## src/rtl/ball_pkg.sv

```systemverilog
// Shared types, constants and the step-period helper for the ball mover.
package ball_pkg;

  localparam int LEDS = 10;

  typedef enum logic [1:0] {
    SERVE = 2'd0,
    RUN   = 2'd1,
    OUT   = 2'd2
  } state_t;

  localparam logic DIR_UP   = 1'b0;
  localparam logic DIR_DOWN = 1'b1;

  // Faster speeds give shorter periods: speed 3 -> one tick unit, speed 0 -> four.
  function automatic logic [31:0] period(input logic [1:0] speed, input logic [31:0] tick_base);
    return tick_base * (32'd4 - {30'd0, speed});
  endfunction

endpackage

```

## src/rtl/ball_mover_step_timer.sv

```systemverilog
// Loadable down-counter that flags the cycle on which the current step period ends.
module step_timer #(
  parameter int TW = 32
) (
  input  logic          clk,
  input  logic          rst_n,
  input  logic          load,
  input  logic [TW-1:0] load_val,
  input  logic          enable,
  output logic          expire
);

  logic [TW-1:0] count_reg;

  always_ff @(posedge clk or negedge rst_n) begin
    if (!rst_n) begin
      count_reg <= '0;
    end else if (load) begin
      count_reg <= load_val;
    end else if (enable && count_reg != '0) begin
      count_reg <= count_reg - 1'b1;
    end
  end

  // The owner reloads on expiry, so the count never sits at 1 for more than one enabled cycle.
  assign expire = enable && (count_reg == TW'(1));

endmodule

```

## src/rtl/ball_mover.sv

```systemverilog
// Ball position FSM: serve parking, timed stepping, edge-of-court miss reporting.
// Optional rally counter output is built when BALL_MOVER_RALLY_EN is defined.
module ball_mover #(
  parameter int LEDS      = ball_pkg::LEDS,
  parameter int TICK_BASE = 12500000,
  parameter int TW        = 32
) (
  input  logic            clk,
  input  logic            rst_n,
  input  logic [1:0]      speed,
  input  logic            direction,
  input  logic            halt,
  input  logic            rstball,
  input  logic            ball,
  output logic [LEDS-1:0] position,
  output logic            outside,
  output logic            winner
`ifdef BALL_MOVER_RALLY_EN
  ,
  output logic [7:0]      rally_cnt
`endif
);

  import ball_pkg::*;

  state_t          state_reg, state_next;
  logic [LEDS-1:0] pos_reg, pos_next, park;
  logic            winner_reg, winner_next;
  logic            dir_reg;
  logic [1:0]      speed_reg;
  logic            changed, run_go, expire, do_step, at_edge;
  logic            t_load, t_enable;
  logic [TW-1:0]   t_val, period_now;

  assign park       = ball ? LEDS'(1) : (LEDS'(1) << (LEDS - 1));
  assign changed    = (direction != dir_reg) || (speed != speed_reg);
  assign run_go     = (state_reg == RUN) && !halt && !rstball;
  // A hit (direction or speed change) restarts the period instead of stepping.
  assign do_step    = run_go && !changed && expire;
  assign at_edge    = (direction == DIR_UP) ? pos_reg[LEDS-1] : pos_reg[0];
  assign period_now = TW'(period(speed, 32'(TICK_BASE)));

  step_timer #(.TW(TW)) u_timer (
    .clk      (clk),
    .rst_n    (rst_n),
    .load     (t_load),
    .load_val (t_val),
    .enable   (t_enable),
    .expire   (expire)
  );

  always_ff @(posedge clk or negedge rst_n) begin
    if (!rst_n) begin
      state_reg  <= SERVE;
      pos_reg    <= LEDS'(1);
      winner_reg <= 1'b0;
      dir_reg    <= 1'b0;
      speed_reg  <= 2'd0;
    end else begin
      state_reg  <= state_next;
      pos_reg    <= pos_next;
      winner_reg <= winner_next;
      dir_reg    <= direction;
      speed_reg  <= speed;
    end
  end

  always_comb begin
    state_next = state_reg;
    if (rstball) begin
      state_next = SERVE;
    end else begin
      case (state_reg)
        SERVE:   if (!halt) state_next = RUN;
        RUN:     if (do_step && at_edge) state_next = OUT;
        OUT:     state_next = SERVE;
        default: state_next = SERVE;
      endcase
    end
  end

  always_comb begin
    pos_next    = pos_reg;
    winner_next = winner_reg;
    t_enable    = (state_reg == RUN) && !halt;
    t_load      = (state_reg != RUN) || rstball || (!halt && (changed || expire));
    t_val       = (state_next == RUN) ? period_now : '0;
    if (state_next == SERVE) begin
      pos_next = park;
    end else if (state_next == OUT) begin
      pos_next    = '0;
      winner_next = (direction == DIR_UP);
    end else if (do_step) begin
      pos_next = (direction == DIR_UP) ? (pos_reg << 1) : (pos_reg >> 1);
    end
  end

  always_comb begin
    position = pos_reg;
    outside  = (state_reg == OUT);
    winner   = winner_reg;
  end

`ifdef BALL_MOVER_RALLY_EN
  logic [7:0] rally_reg;

  always_ff @(posedge clk or negedge rst_n) begin
    if (!rst_n) begin
      rally_reg <= 8'd0;
    end else if (state_next == SERVE) begin
      rally_reg <= 8'd0;
    end else if (state_reg == RUN && direction != dir_reg && rally_reg != 8'hFF) begin
      rally_reg <= rally_reg + 8'd1;
    end
  end

  assign rally_cnt = rally_reg;
`endif

endmodule

```

## config.mk

```make
export PLATFORM = sky130hd
export DESIGN_NAME = ball_mover
export DESIGN_NICKNAME = d
export VERILOG_FILES = /design/src/rtl/ball_pkg.sv /design/src/rtl/ball_mover_step_timer.sv /design/src/rtl/ball_mover.sv
export SDC_FILE = /design/constraint.sdc
export NUM_CORES = 1
export LEC_CHECK = 0
export CAP_MARGIN = 10
export CORE_ASPECT_RATIO = 1.5
export CORE_MARGIN = 2
export CORE_UTILIZATION = 54
export DETAILED_ROUTE_END_ITERATION = 7
export HOLD_SLACK_MARGIN = 0.1
export PLACE_DENSITY = 0.82
export SLEW_MARGIN = 15
export SYNTH_ARGS = -nofsm -noshare
export SYNTH_HDL_FRONTEND = slang
export SYNTH_SLANG_ARGS = --single-unit
export TNS_END_PERCENT = 20
```

## constraint.sdc

```tcl
create_clock -name clk -period 2.4 [get_ports clk]
set_input_delay 0.24 -clock clk [delete_from_list [all_inputs] [get_ports clk]]
set_output_delay 0.24 -clock clk [all_outputs]
set_load 0.02 [all_outputs]
```

==> results.sh <==
export IMPL_outcome="complete, but fails checks"
export IMPL_violations="setup timing"
export IMPL_rows=35
export IMPL_clk_pin_slew_worst_paths_ps=90
export IMPL_drt_iter0_markers=279
export IMPL_yosys_register_bits=48
export IMPL_power_density_nw_per_um2=485.4
export IMPL_die_height_um=101.0
export IMPL_viasPerCell=6.345
export IMPL_final_period_utilization_pct=110.0
export IMPL_reg2reg_to="u_timer.count_reg[27]$_DFFE_PN0P_"
export IMPL_wl_per_cell_um=19.73
export IMPL_timing_final_ws_setup_ps=-239.4
export IMPL_fin_cells=554
export IMPL_clock_fmax_ghz=0.3789
export IMPL_gr_total_overflow=0
export IMPL_required_ps=2590
export IMPL_place_ws_ps=-945.2
export IMPL_nFillCells=383
export IMPL_fin_util_pct=79.05
export IMPL_dp_hpwl_um=7460
export IMPL_hold_viol=0
export IMPL_crit_type="reg2reg"
export IMPL_worst_pin_slew_ps=668.2
export IMPL_design_core_area_um2=6087
export IMPL_wl_um=10930
export IMPL_path_max_fanout=7
export IMPL_rsz0062_at_grt="true"
export IMPL_holdPathStages=2
export IMPL_dr_pass1_iters=5
export IMPL_grt_pass1_vias=3438
export IMPL_nNetsFinal=516
export IMPL_antenna_found_initial=0
export IMPL_holdCritPathClass="in2reg"
export IMPL_start_util_pct=55.68
export IMPL_ant_nets=0
export IMPL_fin_skew_ps=11.14
export IMPL_areaGrowthSynthToFinish_pct=41.97
export IMPL_grt_max_degree=49
export IMPL_final_cell_mix="buf_4 (78), dfrtp_1 (47), nor2_1 (33)"
export IMPL_timing_final_crit_period_ps=2639
export IMPL_syn_area_per_cell_um2=9.015
export IMPL_gp_congestion=0.9288
export IMPL_end_kind="flip-flop"
export IMPL_io_buffers=19
export IMPL_die_w_um=68.69
export IMPL_layout_commonest_cell="buf_4"
export IMPL_ys_seq_area_share_pct=35.47
export IMPL_tns_ps=-3901
export IMPL_yosysUniqueCellTypes=58
export IMPL_hp_start="speed[1]"
export IMPL_reg2reg_from="u_timer.count_reg[31]$_DFFE_PN0P_"
export IMPL_h_tree_depth=2
export IMPL_startpoint_type="flip-flop"
export IMPL_io_pins=20
export IMPL_synth_async_reset_ratio_pct=100.0
export IMPL_setup_violations=31
export IMPL_dominantRegCellSynth="dfrtp_1"
export IMPL_drive_gt1_share_pct=33.54
export IMPL_synthCells=376
export IMPL_diodes=0
export IMPL_ctsRootBufferMaster="clkbuf_8"
export IMPL_die_area_um2=6940
export IMPL_drv_cap=0
export IMPL_route_detailed_drc=0
export IMPL_synth_edff_count=0
export IMPL_largest_reg_flops=32
export IMPL_num_vias=3515
export IMPL_reg2reg_depth=7
export IMPL_syn_area_um2=3390
export IMPL_worstSkewPairLatency_ps=310
export IMPL_grt_first_pass_wirelength_um=16060
export IMPL_leakagePower_uw=0.002083
export IMPL_cts_tree="done"
export IMPL_dp_cells=539
export IMPL_clock_sinks=48
export IMPL_clockBufferDepth=2
export IMPL_regToRegSetupSlack_ps=-240
export IMPL_timing_slew_headroom_pct=55.04
export IMPL_ys_warnings_count=0
export IMPL_grt_use_total_pct=30.90
export IMPL_critical_path_arrival_ps=2830
export IMPL_slew_violations=0
export IMPL_startpoint="u_timer.count_reg[31]$_DFFE_PN0P_"
export IMPL_hold_path_endpoint="speed_reg[1]$_DFF_PN0_"
export IMPL_cts_buffers=5
export IMPL_vdd_drop_max_uv=308.6
==> kinds of logic (layout without fill, tap and decap cells) <==
logic type	Yosys count	after routing	share of synthesized area (%)
compound gates	76	76	16.06
xor+xnor	30	30	7.752
fa+ha+maj	29	29	10.71
buf+inv	34	134	4.060
flops	48	48	35.47
mux	12	12	3.618
other cells	2	6	0.2216
simple gates	145	145	22.11
==> through the flow <==
step	area, um2	hold slack, ps	total power [uW]
final	4812	212.7	2336
after floorplan	3497	-55.59	1310
after CTS	4583	197.4	2232
after global routing	4812	207.9	2434
after detailed placement	4343	372.8	1613
after global placement	4343	366.8	1588
==> where the power goes <==
group          switching [uW]  internal, uW  leakage (uW)
clock network             287           310     0.0000552
logic                     450           392       0.00139
registers                46.2           850      0.000639
==> worst max-delay path by stage <==
stage | end | slack, ps | cells past startpoint
floorplan | u_timer.count_reg[27]$_DFFE_PN0P_ | -530 | 15
global placement | u_timer.count_reg[19]$_DFFE_PN0P_ | -870 | 13
detailed placement | u_timer.count_reg[27]$_DFFE_PN0P_ | -950 | 15
CTS | u_timer.count_reg[23]$_DFFE_PN0P_ | -170 | 8
global route | u_timer.count_reg[27]$_DFFE_PN0P_ | -320 | 7
finish | u_timer.count_reg[27]$_DFFE_PN0P_ | -240 | 7
==> cell usage after synthesis, types with 8 or more instances <==
cell type	instances	share of area (%)
nand3_1	16	2.4
ha_1	29	11
dfrtp_1	47	35
o22ai_1	8	1.5
inv_1	17	1.9
nand2_1	22	2.4
a21oi_1	11	1.6
nor3_1	22	3.2
mux2i_1	10	3.0
nand4_1	11	2.0
clkbuf_1	12	1.3
xor2_1	18	4.7
a211oi_1	10	2.2
nor2_1	38	4.2
xnor2_1	12	3.1
==> layout make-up <==
cell class,instances,area (um2),area share [%]
Sequential cell,48,1202,24.99
Inverter,18,71.32,1.482
Timing Repair Buffer,108,910.9,18.93
Multi-Input combinational cell,298,2427,50.44
Tap cell,74,92.59,1.924
Clock buffer,6,72.57,1.508
Clock inverter,2,35.03,0.7280
==> routing by layer <==
metal	share of wire, %	global-route usage [%]	vias to the layer above
met4	6.5	19.00	0
met1	36	33.83	1685
met3	5.0	4.358	70
met5	0	0	-
li1	-	-	1582
met2	52	53.99	178
==> critical path, stage by stage, from the launching register on <==
cell,delay [ps]
dfrtp_1,390
or4_4,550
or4_4,500
o41a_1,460
buf_4,220
a21oi_1,150
a311o_1,180
o21ai_1,80
==> timing repair <==
| item | 4_1_cts | 5_1_grt |
|---|---|---|
| endpoints found under the setup margin | 35 | 43 |
| buffers inserted | 1 | 5 |
| pin swaps | 43 | 32 |
| gates cloned | 0 | 0 |
| hold endpoints to repair | 47 | 0 |
| hold buffers | 1 | 0 |
| resized for setup | 37 | 36 |
No activity file was read; power rests on OpenSTA's default activity.
